--- src/rtl/fetch_pkg.sv ---
// Shared types and constants for the instruction fetch controller.
package fetch_pkg;

  localparam int ADDR_W = 32;

  localparam logic [ADDR_W-1:0] DEF_RESET_PC = 32'hBFC0_0000;
  localparam logic [ADDR_W-1:0] DEF_EXC_VEC  = 32'hBFC0_0380;

  typedef enum logic [1:0] {
    ST_BOOT,
    ST_REQ,
    ST_WAIT,
    ST_FULL
  } fetch_state_t;

  function automatic logic [ADDR_W-1:0] seq_pc(input logic [ADDR_W-1:0] pc);
    return pc + 32'd4;
  endfunction

endpackage

--- src/rtl/fetch_ctrl_if.sv ---
// sram-like instruction memory port; master = fetch controller, slave = memory.
interface fetch_ctrl_if;
  import fetch_pkg::*;

  logic              inst_req;
  logic [ADDR_W-1:0] inst_addr;
  logic              inst_addr_ok;
  logic              inst_data_ok;
  logic [31:0]       inst_rdata;

  modport master (
    output inst_req, inst_addr,
    input  inst_addr_ok, inst_data_ok, inst_rdata
  );

  modport slave (
    input  inst_req, inst_addr,
    output inst_addr_ok, inst_data_ok, inst_rdata
  );

endinterface

--- src/rtl/fetch_ctrl_redirect_sel.sv ---
// Picks the winning redirect of the cycle: exception, then eret, then branch.
module redirect_sel
  import fetch_pkg::*;
#(
  parameter logic [ADDR_W-1:0] EXC_VEC = DEF_EXC_VEC
) (
  input  logic              flush_exc,
  input  logic              flush_eret,
  input  logic [ADDR_W-1:0] epc,
  input  logic              br_taken,
  input  logic [ADDR_W-1:0] br_target,
  output logic              redirect_valid,
  output logic [ADDR_W-1:0] redirect_target
);

  always_comb begin
    redirect_valid  = flush_exc | flush_eret | br_taken;
    redirect_target = br_target;
    if (flush_exc) begin
      redirect_target = EXC_VEC;
    end else if (flush_eret) begin
      redirect_target = epc;
    end
  end

endmodule

--- src/rtl/fetch_ctrl.sv ---
// Instruction fetch controller: one outstanding sram-like request feeding a
// one-deep fetch buffer, with redirect handling that squashes stale data.
module fetch_ctrl
  import fetch_pkg::*;
#(
  parameter logic [ADDR_W-1:0] RESET_PC = DEF_RESET_PC,
  parameter logic [ADDR_W-1:0] EXC_VEC  = DEF_EXC_VEC
) (
  input  logic              clk,
  input  logic              resetn,
  input  logic              stall,
  input  logic              flush_exc,
  input  logic              flush_eret,
  input  logic [ADDR_W-1:0] epc,
  input  logic              br_taken,
  input  logic [ADDR_W-1:0] br_target,
  fetch_ctrl_if.master      mem,
  output logic              if_valid,
  output logic [ADDR_W-1:0] if_pc,
  output logic [31:0]       if_inst
);

  fetch_state_t      state_reg;
  logic [ADDR_W-1:0] fetch_pc_reg;
  logic [ADDR_W-1:0] req_addr_reg;
  logic              discard_reg;
  logic              inst_req_reg;
  logic              if_valid_reg;
  logic [ADDR_W-1:0] if_pc_reg;
  logic [31:0]       if_inst_reg;

  logic              redirect_valid;
  logic [ADDR_W-1:0] redirect_target;

  redirect_sel #(.EXC_VEC(EXC_VEC)) u_redirect_sel (
    .flush_exc       (flush_exc),
    .flush_eret      (flush_eret),
    .epc             (epc),
    .br_taken        (br_taken),
    .br_target       (br_target),
    .redirect_valid  (redirect_valid),
    .redirect_target (redirect_target)
  );

  always_ff @(posedge clk or negedge resetn) begin
    if (!resetn) begin
      state_reg    <= ST_BOOT;
      fetch_pc_reg <= RESET_PC;
      req_addr_reg <= RESET_PC;
      discard_reg  <= 1'b0;
      inst_req_reg <= 1'b0;
      if_valid_reg <= 1'b0;
      if_pc_reg    <= '0;
      if_inst_reg  <= '0;
    end else begin
      // Redirects always retarget fetch_pc (except in BOOT); a normal
      // buffer load below overrides this only when no redirect is present.
      if (redirect_valid && state_reg != ST_BOOT) begin
        fetch_pc_reg <= redirect_target;
      end
      case (state_reg)
        ST_BOOT: begin
          state_reg    <= ST_REQ;
          req_addr_reg <= fetch_pc_reg;
          inst_req_reg <= 1'b1;
        end
        ST_REQ: begin
          if (redirect_valid) begin
            discard_reg <= 1'b1;
          end
          if (mem.inst_addr_ok) begin
            state_reg    <= ST_WAIT;
            inst_req_reg <= 1'b0;
          end
        end
        ST_WAIT: begin
          if (mem.inst_data_ok) begin
            if (redirect_valid) begin
              discard_reg  <= 1'b0;
              req_addr_reg <= redirect_target;
              state_reg    <= ST_REQ;
              inst_req_reg <= 1'b1;
            end else if (discard_reg) begin
              discard_reg  <= 1'b0;
              req_addr_reg <= fetch_pc_reg;
              state_reg    <= ST_REQ;
              inst_req_reg <= 1'b1;
            end else begin
              if_valid_reg <= 1'b1;
              if_pc_reg    <= req_addr_reg;
              if_inst_reg  <= mem.inst_rdata;
              fetch_pc_reg <= seq_pc(req_addr_reg);
              state_reg    <= ST_FULL;
            end
          end else if (redirect_valid) begin
            discard_reg <= 1'b1;
          end
        end
        ST_FULL: begin
          if (redirect_valid) begin
            if_valid_reg <= 1'b0;
            req_addr_reg <= redirect_target;
            state_reg    <= ST_REQ;
            inst_req_reg <= 1'b1;
          end else if (!stall) begin
            if_valid_reg <= 1'b0;
            req_addr_reg <= fetch_pc_reg;
            state_reg    <= ST_REQ;
            inst_req_reg <= 1'b1;
          end
        end
        default: begin
          state_reg    <= ST_BOOT;
          inst_req_reg <= 1'b0;
        end
      endcase
    end
  end

  assign mem.inst_req  = inst_req_reg;
  assign mem.inst_addr = req_addr_reg;
  assign if_valid      = if_valid_reg;
  assign if_pc         = if_pc_reg;
  assign if_inst       = if_inst_reg;

endmodule
--- src/flat_wrapper.sv ---
// flat-port wrapper written by rule: the top's interface ports become plain ports
module fetch_ctrl_flat import fetch_pkg::*;
#(
  parameter logic [ADDR_W-1:0] RESET_PC = DEF_RESET_PC,
  parameter logic [ADDR_W-1:0] EXC_VEC  = DEF_EXC_VEC
)
  (clk, resetn, stall, flush_exc, flush_eret, epc, br_taken, br_target, if_valid, if_pc, if_inst, mem_inst_req, mem_inst_addr, mem_inst_addr_ok, mem_inst_data_ok, mem_inst_rdata);
  fetch_ctrl_if mem_i ();
  input  logic clk;
  input  logic resetn;
  input  logic stall;
  input  logic flush_exc;
  input  logic flush_eret;
  input  logic [ADDR_W-1:0] epc;
  input  logic br_taken;
  input  logic [ADDR_W-1:0] br_target;
  output logic if_valid;
  output logic [ADDR_W-1:0] if_pc;
  output logic [31:0] if_inst;
  output wire logic [$bits(mem_i.inst_req)-1:0] mem_inst_req;
  output wire logic [$bits(mem_i.inst_addr)-1:0] mem_inst_addr;
  input wire logic [$bits(mem_i.inst_addr_ok)-1:0] mem_inst_addr_ok;
  input wire logic [$bits(mem_i.inst_data_ok)-1:0] mem_inst_data_ok;
  input wire logic [$bits(mem_i.inst_rdata)-1:0] mem_inst_rdata;
  assign mem_inst_req = mem_i.inst_req;
  assign mem_inst_addr = mem_i.inst_addr;
  assign mem_i.inst_addr_ok = mem_inst_addr_ok;
  assign mem_i.inst_data_ok = mem_inst_data_ok;
  assign mem_i.inst_rdata = mem_inst_rdata;
  fetch_ctrl #(.RESET_PC(RESET_PC), .EXC_VEC(EXC_VEC)) u_core (.clk(clk), .resetn(resetn), .stall(stall), .flush_exc(flush_exc), .flush_eret(flush_eret), .epc(epc), .br_taken(br_taken), .br_target(br_target), .mem(mem_i), .if_valid(if_valid), .if_pc(if_pc), .if_inst(if_inst));
endmodule
--- config.mk ---
export PLATFORM = sky130hd
export DESIGN_NAME = fetch_ctrl_flat
export DESIGN_NICKNAME = d
export VERILOG_FILES = /design/src/rtl/fetch_pkg.sv /design/src/rtl/fetch_ctrl_if.sv /design/src/rtl/fetch_ctrl_redirect_sel.sv /design/src/rtl/fetch_ctrl.sv /design/src/flat_wrapper.sv
export SDC_FILE = /design/constraint.sdc
export NUM_CORES = 1
export LEC_CHECK = 0
export BUFFER_PORTS_ARGS = -buffer_cell sky130_fd_sc_hd__buf_2
export CAP_MARGIN = 5
export CORE_AREA = 2 2 152 154
export DETAILED_ROUTE_END_ITERATION = 6
export DIE_AREA = 0 0 154 156
export SYNTH_ARGS = -nofsm -noshare
export SYNTH_HDL_FRONTEND = slang
export SYNTH_SLANG_ARGS = --single-unit
--- constraint.sdc ---
create_clock -name clk -period 5.2 [get_ports clk]
set_clock_uncertainty 0.2 [all_clocks]
set_input_delay 0.26 -clock clk [delete_from_list [all_inputs] [get_ports clk]]
set_output_delay 0.26 -clock clk [all_outputs]
set_load 0.005 [all_outputs]
Word-level counts from Yosys, hierarchy flattened. Index checks and enable logic that the tools add are counted. W data, S select, Z words.

Register bits after elaboration: 133. Output and inout bits: 98.

Bitwise gates (word level): 4. Mux-type cells: 36. $add $sub $neg: 1. Equal/unequal tests: 9. Reductions and logical operators: 11.

Operators with widths (number): $mux W32 (12); $pmux W32 S3 (1); $add A32 B3 Y32 const B (1); $mux W1 (13); $mux W2 (6); $reduce_and A4 Y1 (3); $ne A2 B2 Y1 const B (4); $pmux W2 S4 (1); $reduce_bool A2 Y1 (3); $reduce_and A5 Y1 (1); $eq A2 B2 Y1 const B (2); $pmux W1 S2 (2); $pmux W1 S4 (1); $ne A3 B1 Y1 const B (1); $ne A3 B2 Y1 const B (1); $reduce_and A3 Y1 (1); $reduce_bool A3 Y1 (1); $eq A2 B1 Y1 const B (1); $logic_not A2 Y1 (1); $not A1 Y1 (2); $or A1 B1 Y1 (2); $logic_and A1 B1 Y1 (1).

Depth between registers and ports, before layout. Gate-level depths: netlist of the first run.

Depth after elaboration: 8. Gate-level depth with buffers: 9. Depth with buffers taken out: 6.

By module. Synthesis of the first run repeated with hierarchy kept, for this count alone.

Cells, all modules: 753. Area total of the unflattened synthesis: 6839.1 um^2.

Modules (own cells, without submodules): fetch_ctrl (seq. area each 3350.7 um^2, instances 1, cells each 680, area an instance 6293.5 um^2); redirect_sel (seq. area each 0.0 um^2, instances 1, cells each 73, area an instance 545.5 um^2).

Least setup slack after synthesis of the first run. OpenSTA, ideal clock, no wires.

Path kind: reg2reg. Start point: reg u_core.state_reg[0]. End point: reg u_core.fetch_pc_reg[7]. Path slack: 3.138 ns. Stages on the path, launching flop included: 10. Buffers on the path: 3. Clock period less this slack: 2.062 ns. Data arrival time: 1.727 ns. Path through: dfrtp_1 -> inv_1 -> ha_1 -> clkbuf_1 -> nor2_1 -> buf_2 -> clkbuf_1 -> nand2_1 -> o211ai_1 -> o21ai_0.

Longest elaborated chain between the ends: 7. Elaborated cells on any way between the ends: 8. Classes of those cells: eq/ne: 1; mux: 5; reduce/logical: 2.

RTL lines: start, declared (line fetch_ctrl.sv:23) `fetch_state_t state_reg;`; start signal, assigned (line fetch_ctrl.sv:47) `state_reg <= ST_BOOT;`; start signal, assigned (line fetch_ctrl.sv:63) `state_reg <= ST_REQ;`; start signal, assigned (line fetch_ctrl.sv:72) `state_reg <= ST_WAIT;`; $reduce_bool A2 Y1 (line fetch_ctrl.sv:58) `if (redirect_valid && state_reg != ST_BOOT) begin`; $logic_and A1 B1 Y1 (line fetch_ctrl.sv:58); $mux W32 (line fetch_ctrl.sv:58); $mux W32 (line fetch_ctrl.sv:83) `end else if (discard_reg) begin`; $mux W32 (line fetch_ctrl.sv:78) `if (redirect_valid) begin`; $mux W32 (line fetch_ctrl.sv:77) `if (mem.inst_data_ok) begin`; $mux W32 (*) (line fetch_ctrl.sv:61) `case (state_reg)`; end signal, assigned (line fetch_ctrl.sv:59) `fetch_pc_reg <= redirect_target;`; end signal, assigned (line fetch_ctrl.sv:92) `fetch_pc_reg <= seq_pc(req_addr_reg);`; end, declared (line fetch_ctrl.sv:24) `logic [ADDR_W-1:0] fetch_pc_reg;`.

Every way passes the cells marked *; elsewhere a longest branch is shown, timed or not. A chain may end at the register's enable or synchronous reset.

Worst setup path in the final report of the first run.
Start point: reg u_core.state_reg[0]. End point: reg u_core.fetch_pc_reg[11].

Same word-level chain as after synthesis.

==> impl_metrics.py, run 1 <==
metrics = {
    "placement": {
        "hpwl_um": 13100,
        "dp_slack_ns": 2.37,
        "gp_congestion": 0.745,
        "portBuffers": 201,
    },
    "synth": {
        "ys_types": 45,
        "syn-num-nets": 897,
        "synth_area_leader_cell": "dfrtp_1",
        "synth_area_leaders": "dfrtp_1 (42%), nand2_1 (15%), dfstp_2 (6.9%)",
        "seq_area_frac_synth_pct": 49.1,
        "synthFlopType": "dfrtp_1",
        "yosysWarnings": 0,
        "async_flop_share_pct": 100,
        "synth_top_cell_area_share_pct": 42.2,
        "ys_ff_latch": 133,
        "netlist_instances": 787,
        "avgSynthCellArea_sq_um": 8.67,
        "synth_edf_count": 0,
        "synth_area_sq_um": 6830,
    },
    "pwr": {
        "cellPowerDensity_nw_per_um2": 454,
        "power_leakage_nw": 4.46,
        "vdd_drop_max_uv": 268,
    },
    "hold_path": {
        "hp-start": "epc[8]",
        "hold_class": "in -> reg",
        "min_to": "u_core.fetch_pc_reg[8]$_DFF_PN0_",
        "min_path_cells": 5,
    },
    "floorplanning": {
        "core-area_sq_um": 22400,
        "start_util_pct": 30.5,
        "ios": 202,
        "rows": 55,
        "die_y_um": 156,
        "die_area_sq_um": 24000,
        "die_w_um": 154,
    },
    "global_route": {
        "grt_antenna_before_repair": 0,
        "grt.total_usage_pct": 17.2,
        "grt_pass1_vias": 5781,
        "grt_pass1_wl_um": 32400,
        "grt_max_degree": 105,
        "grt-ovfl-total": 0,
    },
    "routing": {
        "drc_errors": 0,
        "drt_iter0_markers": 376,
        "detail_route.vias_per_cell": 4.68,
        "wirelength_um": 20300,
        "first_pass_iters": 5,
        "vias": 6036,
        "post_drt_wl_per_cell_um": 15.7,
        "ant_nets": 0,
    },
    "clocking": {
        "clockBufferDepth": 2,
        "cts_tree": "yes",
        "postCtsSetupBuffers": 0,
        "clk_latency_ns": 0.42,
        "cts_sinks": 133,
        "cts_root_buf": "clkbuf_16",
        "cts_buffers": 17,
        "cts-resized-gates": 0,
        "htreeDepth": 4,
        "clkTransAtPathRegs_ns": 0.06,
    },
    "sta": {
        "fin_crit_ns": 2.62,
        "setup_tns_ns": 0,
        "hold_viol_final": 0,
        "worst_pin_slew_ns": 1.11,
        "min_period_over_period_pct": 50.4,
        "slew_headroom_pct": 25.9,
        "setup_viol": 0,
        "drv_slew": 0,
        "fin_hold_ws_ns": 0.0699,
        "fmax_mhz": 381,
        "setup_slack_ns": 2.58,
        "rsz0062_at_grt": "no",
    },
    "critical_path": {
        "crit_chain": "inv_1 > ha_1 > nor2_4 > buf_4 > mux2_2 > nand2_1 > o21ai_0",
        "rrSetupSlack_ns": 2.58,
        "cp_slowest_cell": "nor2_4",
        "timing.rr.start": "u_core.state_reg[0]$_DFFE_PN0P_",
        "critPathArrivalTime_ns": 2.66,
        "crit_path_end_kind": "register",
        "path_max_fanout": 20,
        "start_kind": "register",
        "slowest_delay_ns": 0.45,
        "crit_type": "reg -> reg",
        "r2r-end": "u_core.fetch_pc_reg[11]$_DFF_PN0_",
        "required_ns": 5.24,
        "reg2regPathDepth": 7,
    },
    "cells_and_area": {
        "antenna_cells": 0,
        "drive_gt1_share_pct": 27.7,
        "final_common_cell": "nand2_1",
        "final_cell_mix": "nand2_1 (264), buf_2 (200), dfrtp_1 (115), o21ai_0 (57), nor2_1 (42)",
        "syn_to_final_growth_pct": 30.3,
        "layout.nets": 1101,
    },
    "flow_run": {
        "maxCapViolations": 0,
    },
    "outcome": {
        "status": "complete, no violations",
    },
}
[final cells by class]
| class | count | area (sq um) |
|---|---|---|
| clock buffers | 18 | 439 |
| clock inverters | 14 | 153 |
| fillers | 2245 | 13500 |
| inverters | 9 | 33.8 |
| multi-input cells | 588 | 3160 |
| flip-flops and latches | 133 | 3350 |
| well taps | 285 | 357 |
| repair buffers | 242 | 1410 |
[cells by family (layout without fill, tap and decap cells)]
| group | Yosys count | after routing | synth area share [%] |
|---|---|---|---|
| AND/OR/NAND/NOR | 377 | 377 | 23.4 |
| AO/OA/AOI/OAI | 137 | 137 | 11.6 |
| flip-flops | 133 | 133 | 49.1 |
| buffers and inverters | 66 | 283 | 5.19 |
| multiplexers | 41 | 41 | 6.16 |
| XOR/XNOR | 27 | 27 | 3.46 |
| adder cells (fa/ha/maj) | 6 | 6 | 1.10 |
[per-layer routing]
layer / vias up / share of wire [%] / global-route usage, %
met4: 0 / 0.50 / 3.69
met3: 9 / 6.1 / 4.19
met2: 212 / 44 / 26.9
met1: 2778 / 49 / 24.2
li1: 3037 / - / -
met5: - / 0 / 0
[worst max-delay path, delay by kind of cell, from the launching register on]
| family | cells | cell delay, ns |
|---|---|---|
| simple gates | 2 | 0.51 |
| buf+inv | 2 | 0.49 |
| flops | 1 | 0.42 |
| mux | 1 | 0.37 |
| fa+ha+maj | 1 | 0.33 |
| compound gates | 1 | 0.10 |
[power breakdown]
| group | internal, W | total, W | switching [W] |
|---|---|---|---|
| logic | 0.000514 | 0.00117 | 0.000656 |
| registers | 0.00136 | 0.00166 | 0.000302 |
| clock network | 0.000722 | 0.00121 | 0.000486 |
| total | 0.00259 | 0.00404 | 0.00144 |
[synth_stat cells (all sizes together), types with 2 or more instances]
cell	n
mux2	8
ha	6
dfrtp	115
dfstp	18
buf	36
nor4	4
mux2i	33
nand4	6
nor2	43
o41ai	3
o21ai	68
o211ai	11
clkbuf	21
o21bai	2
xnor2	23
a211oi	10
nor2b	11
nand3	13
nor3	27
and4	4
and3	3
inv	9
a21oi	37
nand2	264
xor2	4
[worst max-delay path by stage]
stage,end,cells past startpoint,start
2_1_floorplan,u_core.fetch_pc_reg[7]$_DFF_PN0_,9,u_core.state_reg[0]$_DFFE_PN0P_
3_3_place_gp,u_core.fetch_pc_reg[2]$_DFF_PN0_,6,flush_exc
3_5_place_dp,u_core.fetch_pc_reg[2]$_DFF_PN0_,6,flush_exc
4_1_cts,u_core.fetch_pc_reg[11]$_DFF_PN0_,7,u_core.state_reg[0]$_DFFE_PN0P_
5_1_grt,u_core.fetch_pc_reg[11]$_DFF_PN0_,7,u_core.state_reg[0]$_DFFE_PN0P_
6_report,u_core.fetch_pc_reg[11]$_DFF_PN0_,7,u_core.state_reg[0]$_DFFE_PN0P_
[stage by stage]
step	area [sq um]	util, %	total power [W]	instances
detailed placement	7960	35.6	0.00284	1223
finish	8900	39.8	0.00404	1289
global route	8900	39.8	0.00432	1289
CTS	8900	39.8	0.00409	1289
floorplan	6830	-	0.00240	787
global placement	7960	35.6	0.00281	1223
[repair_timing]
action                                  4_1_cts  5_1_grt
endpoints found under the setup margin        0        0
hold buffers                                 34        0
endpoints found under the hold margin       113        0
Power figures use the tool's default switching activity.
==> inputs of run 2 (changes only) <==
Clock period 5.2 ns to 2.3 ns, I/O delays scaled along.
==> run 2 against run 1 <==
Effect of this change:
- the run now ends with negative hold slack left
- critical path depth shrank 1
- setup slack worse by 2.5 ns
- non-clock buffer count rose by 54
- flip-flop and latch count unchanged
- routed wire length rose by 3.9%
- first-iteration DRC count is 10% higher
- sequential power up 120%
- largest cell class unchanged
- highest routed layer unchanged
==> impl_metrics.py, run 2 (synthesis gave the netlist of run 1 again) <==
metrics = {
    "outcome": {
        "status": "complete, but fails checks",
        "violations": "negative hold slack",
    },
    "flow_run": {
        "maxCapViolations": 0,
    },
    "global_route": {
        "grt-ovfl-total": 0,
        "grt_pass1_wl_um": 33500,
        "grt_max_degree": 105,
        "grt.total_usage_pct": 18.0,
        "grt_pass1_vias": 6139,
        "grt_antenna_before_repair": 0,
    },
    "pwr": {
        "cellPowerDensity_nw_per_um2": 1010,
        "clock_power_share_pct": 29.2,
        "p_sw_w": 0.00339,
        "p_sw_share_pct": 35.5,
        "p_seq_share_pct": 37.5,
        "p_int_w": 0.00615,
        "vdd_drop_max_uv": 574,
        "power_leakage_nw": 4.76,
        "p_comb_share_pct": 33.2,
    },
    "hold_path": {
        "min_to": "u_core.mem.inst_addr[25]$_DFFE_PN1P_",
        "hold_class": "in -> reg",
        "min_path_cells": 5,
        "hp-start": "epc[25]",
    },
    "critical_path": {
        "critical-path-top-delay-family": "simple AND/OR/NAND/NOR gates",
        "critPathArrivalTime_ns": 2.27,
        "r2r-end": "u_core.fetch_pc_reg[10]$_DFF_PN0_",
        "slowest_delay_ns": 0.49,
        "crit_type": "reg -> reg",
        "critical_path_buf_inv_count": 2,
        "start_kind": "register",
        "rrSetupSlack_ns": 0.12,
        "timing.rr.start": "u_core.state_reg[0]$_DFFE_PN0P_",
        "required_ns": 2.39,
        "path_max_fanout": 15,
        "cp_slowest_cell": "nor2_4",
        "crit_chain": "inv_1 > ha_1 > nor2_4 > buf_4 > mux2i_1 > o21ai_0",
        "crit_path_end_kind": "register",
        "reg2regPathDepth": 6,
    },
    "clocking": {
        "postCtsSetupBuffers": 0,
        "cts_sinks": 133,
        "cts_root_buf": "clkbuf_16",
        "clk_latency_ns": 0.43,
        "htreeDepth": 4,
        "clkTransAtPathRegs_ns": 0.06,
        "holdBufCountCts": 62,
        "cts_buffers": 17,
        "cts-resized-gates": 0,
        "clockBufferDepth": 2,
        "cts_tree": "yes",
    },
    "sta": {
        "fmax_mhz": 460,
        "fin_crit_ns": 2.18,
        "hold_viol_final": 1,
        "rsz0062_at_grt": "no",
        "drv_slew": 0,
        "min_period_over_period_pct": 94.6,
        "fin_hold_ws_ns": -0.0145,
        "setup_viol": 0,
        "slew_headroom_pct": 61.8,
        "worst_pin_slew_ns": 0.571,
        "setup_tns_ns": 0,
        "setup_slack_ns": 0.124,
    },
    "routing": {
        "ant_nets": 0,
        "detail_route.vias_per_cell": 4.65,
        "wirelength_um": 21100,
        "vias": 6250,
        "drt_iter0_markers": 414,
        "drc_errors": 0,
        "post_drt_wl_per_cell_um": 15.7,
        "first_pass_iters": 5,
    },
    "placement": {
        "place_area_sq_um": 8250,
        "gp_congestion": 0.775,
        "hpwl_um": 13900,
        "dp.cells": 1249,
        "portBuffers": 201,
        "dp_slack_ns": 0.144,
    },
    "floorplanning": {
        "rows": 55,
        "start_util_pct": 30.5,
        "core-area_sq_um": 22400,
        "die_w_um": 154,
        "ios": 202,
        "die_y_um": 156,
        "die_area_sq_um": 24000,
    },
    "cells_and_area": {
        "antenna_cells": 0,
        "stdcell_area_sq_um": 9470,
        "register_area_sq_um": 3350,
        "final_common_cell": "nand2_1",
        "drive_gt1_share_pct": 28.7,
        "syn_to_final_growth_pct": 38.7,
        "multi_input_area_sq_um": 3160,
        "fin_cells": 1343,
        "layout.nets": 1155,
        "fillers": 2181,
        "final_cell_mix": "nand2_1 (264), buf_2 (200), dfrtp_1 (115), dlygate4sd3_1 (62), o21ai_0 (57)",
    },
}
==> run 2: changes by cell type in the layout (fill, tap and decap cells not counted) <==
| cell | delta |
|---|---|
| inv_6 | +5 |
| buf_12 | +7 |
| inv_8 | +1 |
| clkinvlp_4 | -2 |
| clkinv_2 | -1 |
| buf_4 | +19 |
| clkinv_4 | -3 |
| dlygate4sd3_1 | +28 |
==> run 2: worst register-to-register path, stage by stage, from the launching register on <==
cell and delay (ns):
dfrtp_1 0.42, inv_1 0.08, ha_1 0.26, nor2_4 0.49, buf_4 0.28, mux2i_1 0.21
o21ai_0 0.11
==> run 2: worst max path at each step <==
stage / end / slack [ns] / cells past startpoint / from
floorplan: u_core.fetch_pc_reg[7]$_DFF_PN0_ / 0.24 / 9 / u_core.state_reg[0]$_DFFE_PN0P_
global placement: u_core.fetch_pc_reg[29]$_DFF_PN1_ / 0.20 / 5 / u_core.mem.inst_addr[22]$_DFFE_PN1P_
detailed placement: u_core.fetch_pc_reg[10]$_DFF_PN0_ / 0.14 / 6 / u_core.state_reg[0]$_DFFE_PN0P_
CTS: u_core.fetch_pc_reg[10]$_DFF_PN0_ / 0.1 / 6 / u_core.state_reg[0]$_DFFE_PN0P_
global route: u_core.fetch_pc_reg[19]$_DFF_PN0_ / 0.01 / 6 / u_core.state_reg[0]$_DFFE_PN0P_
finish: u_core.fetch_pc_reg[10]$_DFF_PN0_ / 0.12 / 6 / u_core.state_reg[0]$_DFFE_PN0P_
==> run 2: power by group through the flow <==
stage	clock network [W]	logic, W	registers (W)
after detailed placement	0	0.00310	0.00361
after floorplan	0	0.00186	0.00357
final	0.00279	0.00317	0.00358
after CTS	0.00287	0.00319	0.00358
after global placement	0	0.00305	0.00359
after global routing	0.00298	0.00356	0.00368
==> run 2: area by class of cell <==
cell class              instances  area share (%)
clock inverters                14            1.70
inverters                       9           0.357
clock buffers                  18            4.64
repair buffers                296            20.8
multi-input cells             588            33.4
well taps                     285            3.77
flip-flops and latches        133            35.4
==> run 2: through the flow <==
step,total power (W),util [%]
2_1_floorplan,0.00543,-
3_3_place_gp,0.00663,36.9
3_5_place_dp,0.00671,36.9
4_1_cts,0.00964,42.3
5_1_grt,0.0102,42.3
6_report,0.00953,42.3
==> run 2: routing by layer <==
layer | global-route usage (%) | vias up | routed length [um]
li1 | - | 3143 | -
met1 | 25.1 | 2886 | 10400
met2 | 28.1 | 208 | 9310
met5 | 0 | - | 0
met3 | 4.47 | 13 | 1210
met4 | 4.18 | 0 | 191
==> inputs of run 3 (changes only) <==
Settings changed: ABC_AREA set to 1, CORE_AREA 2 2 152 154 to 2 2 155 157, DIE_AREA 0 0 154 156 to 0 0 157 159.
==> run 3 against run 2 <==
Effect of this change:
- the run now ends clean
- critical path depth up 1
- sequential share of layout area down 0.92 points
- setup slack better by 0.083 ns
- power up 11%
- worst hold slack better by 0.023 ns
- clock-buffer cell count up 4
- combinational power up 20%
- critical path type unchanged
- critical endpoint is now u_core.fetch_pc_reg[11]$_DFF_PN0_
- largest cell class unchanged
==> impl_metrics.py, run 3 <==
metrics = {
    "clocking": {
        "clk_latency_ns": 0.42,
        "postCtsSetupBuffers": 0,
        "cts_sinks": 133,
        "cts_tree": "yes",
        "cts_root_buf": "clkbuf_16",
        "clkTransAtPathRegs_ns": 0.06,
        "cts_buffers": 17,
        "clockBufferDepth": 2,
        "htreeDepth": 4,
    },
    "placement": {
        "place_area_sq_um": 8490,
        "portBuffers": 201,
        "gp_congestion": 0.851,
        "hpwl_um": 16600,
    },
    "synth": {
        "async_flop_share_pct": 100,
        "yosysWarnings": 0,
        "ys_types": 32,
        "netlist_instances": 974,
        "synth_edf_count": 0,
        "ys_ff_latch": 133,
        "synth_top_cell_area_share_pct": 40.5,
        "synthFlopType": "dfrtp_1",
        "synth_area_leader_cell": "dfrtp_1",
        "synthTopCellsByCount": "nand2_1 (398), dfrtp_1 (115), nor2_1 (107)",
        "seq_area_frac_synth_pct": 47.2,
        "synth_area_leaders": "dfrtp_1 (41%), nand2_1 (21%), o21ai_0 (7.3%)",
        "synth_area_sq_um": 7110,
        "syn-num-nets": 1084,
        "avgSynthCellArea_sq_um": 7.30,
        "yosysMostFrequentCell": "nand2_1",
    },
    "cells_and_area": {
        "final_common_cell": "nand2_1",
        "antenna_cells": 0,
        "fillers": 2374,
        "stdcell_area_sq_um": 9720,
        "drive_gt1_share_pct": 23.8,
        "layout.nets": 1342,
        "final_cell_mix": "nand2_1 (398), buf_2 (200), dfrtp_1 (115), nor2_1 (107), o21ai_0 (104)",
        "syn_to_final_growth_pct": 36.8,
    },
    "routing": {
        "wirelength_um": 23600,
        "drt_iter0_markers": 515,
        "detail_route.vias_per_cell": 4.59,
        "ant_nets": 0,
        "drc_errors": 0,
        "vias": 7175,
        "first_pass_iters": 5,
        "post_drt_wl_per_cell_um": 15.1,
    },
    "pwr": {
        "p_comb_share_pct": 35.7,
        "clock_power_share_pct": 26.3,
        "p_sw_share_pct": 38.2,
        "total_power_w": 0.0106,
        "p_seq_share_pct": 37.9,
        "power_leakage_nw": 5.13,
        "cellPowerDensity_nw_per_um2": 1090,
        "p_sw_w": 0.00405,
        "vdd_drop_max_uv": 477,
        "p_int_w": 0.00656,
    },
    "global_route": {
        "grt.total_usage_pct": 19.4,
        "grt_max_degree": 67,
        "grt-ovfl-total": 0,
        "grt_antenna_before_repair": 0,
        "grt_pass1_vias": 7221,
        "grt_pass1_wl_um": 37900,
    },
    "sta": {
        "drv_slew": 0,
        "fmax_mhz": 478,
        "slew_headroom_pct": 62.1,
        "worst_pin_slew_ns": 0.569,
        "fin_crit_ns": 2.09,
        "setup_viol": 0,
        "hold_viol_final": 0,
        "min_period_over_period_pct": 91.0,
        "rsz0062_at_grt": "no",
        "setup_tns_ns": 0,
    },
    "floorplanning": {
        "die_w_um": 157,
        "start_util_pct": 30.6,
        "ios": 202,
        "die_y_um": 159,
        "core-area_sq_um": 23200,
        "die_area_sq_um": 25000,
        "rows": 56,
    },
    "critical_path": {
        "path_max_fanout": 66,
        "start_kind": "register",
        "crit_chain": "inv_1 > ha_1 > nand2_1 > nor2_4 > buf_12 > o21ai_0 > o22ai_1",
        "crit_path_end_kind": "register",
        "slowest_delay_ns": 0.41,
        "rrSetupSlack_ns": 0.21,
        "required_ns": 2.43,
        "critPathArrivalTime_ns": 2.22,
        "crit_type": "reg -> reg",
        "cp_slowest_cell": "dfrtp_1",
    },
    "hold_path": {
        "hold_class": "in -> reg",
    },
    "outcome": {
        "status": "complete, no violations",
    },
    "flow_run": {
        "maxCapViolations": 0,
    },
}
## run 3: changes by cell type in the layout (fill, tap and decap cells not counted), moves of 22 or more
| cell | delta |
|---|---|
| a21oi_1 | -27 |
| inv_1 | +49 |
| mux2i_1 | -33 |
| nand2_1 | +134 |
| nand3_1 | +33 |
| nor2_1 | +65 |
| nor3_1 | -22 |
| o21ai_0 | +47 |
| xnor2_1 | -23 |
## run 3: critical path: cells and delay by family, from the launching register on
kind	cells	cell delay, ns
adder cells (fa/ha/maj)	1	0.30
AO/OA/AOI/OAI	2	0.35
AND/OR/NAND/NOR	2	0.32
flip-flops	1	0.41
buffers and inverters	2	0.41
## run 3: path summary, 6_finish.rpt
| check | startpoint | to | depth (start not counted) |
|---|---|---|---|
| min reg2reg | u_core.if_pc[31]$_DFFE_PN0P_ | u_core.if_pc[31]$_DFFE_PN0P_ | 2 |
| max in group asynchronous | resetn | u_core.fetch_pc_reg[31]$_DFF_PN1_ | 3 |
| min | br_target[22] | u_core.mem.inst_addr[22]$_DFFE_PN1P_ | 7 |
| min in group asynchronous | resetn | u_core.fetch_pc_reg[2]$_DFF_PN0_ | 2 |
| max | u_core.state_reg[0]$_DFFE_PN0P_ | u_core.fetch_pc_reg[11]$_DFF_PN0_ | 7 |
| max reg2reg | u_core.state_reg[0]$_DFFE_PN0P_ | u_core.fetch_pc_reg[11]$_DFF_PN0_ | 7 |
## run 3: power by group through the flow
| stage | logic, W | registers [W] | clock network [W] |
|---|---|---|---|
| after CTS | 0.00382 | 0.00402 | 0.00284 |
| after floorplan | 0.00223 | 0.00390 | 0 |
| final | 0.00379 | 0.00402 | 0.00279 |
| after detailed placement | 0.00372 | 0.00405 | 0 |
| after global routing | 0.00435 | 0.00414 | 0.00296 |
| after global placement | 0.00366 | 0.00402 | 0 |
## run 3: cells by family (layout without fill, tap and decap cells)
kind of cell / count (synthesis) / in the layout / share of synthesized area, %
flops: 133 / 133 / 47.2
buf+inv: 111 / 382 / 7.71
xor+xnor: 5 / 5 / 0.616
compound gates: 143 / 143 / 11.0
fa+ha+maj: 6 / 6 / 1.06
simple gates: 576 / 576 / 32.4
## run 3: per-layer routing
layer  vias to the layer above  routed length (um)  GRT usage (%)  share of wire (%)
li1                       3611                   -              -                  -
met1                      3343               10700           25.2                 45
met2                       187               11000           31.6                 47
met3                        34                1260           4.30                5.3
met4                         0                 554           6.67                2.3
met5                         -                   0              0                  0
## run 3: timing repair
action | 4_1_cts | 5_1_grt
hold endpoints to repair | 177 | 0
resized for setup | 0 | 0
hold buffers | 61 | 0
## run 3: metrics by stage
stage	setup slack, ns	hold WS [ns]	instances	utilization, %
2_1_floorplan	0.445	-0.381	974	-
3_3_place_gp	0.287	-0.0661	1471	36.6
3_5_place_dp	0.211	-0.0688	1471	36.6
4_1_cts	0.205	0.0000119	1564	41.9
5_1_grt	0.0187	0.0437	1564	41.9
6_report	0.207	0.00819	1564	41.9
## run 3: layout make-up
cell class / instances / area, sq um / area share (%)
Inverter: 63 / 238 / 2.45
Clock inverter: 10 / 121 / 1.25
Timing Repair Buffer: 287 / 1910 / 19.7
Sequential cell: 133 / 3350 / 34.5
Clock buffer: 22 / 494 / 5.08
Multi-Input combinational cell: 730 / 3210 / 33.0
Tap cell: 319 / 399 / 4.11
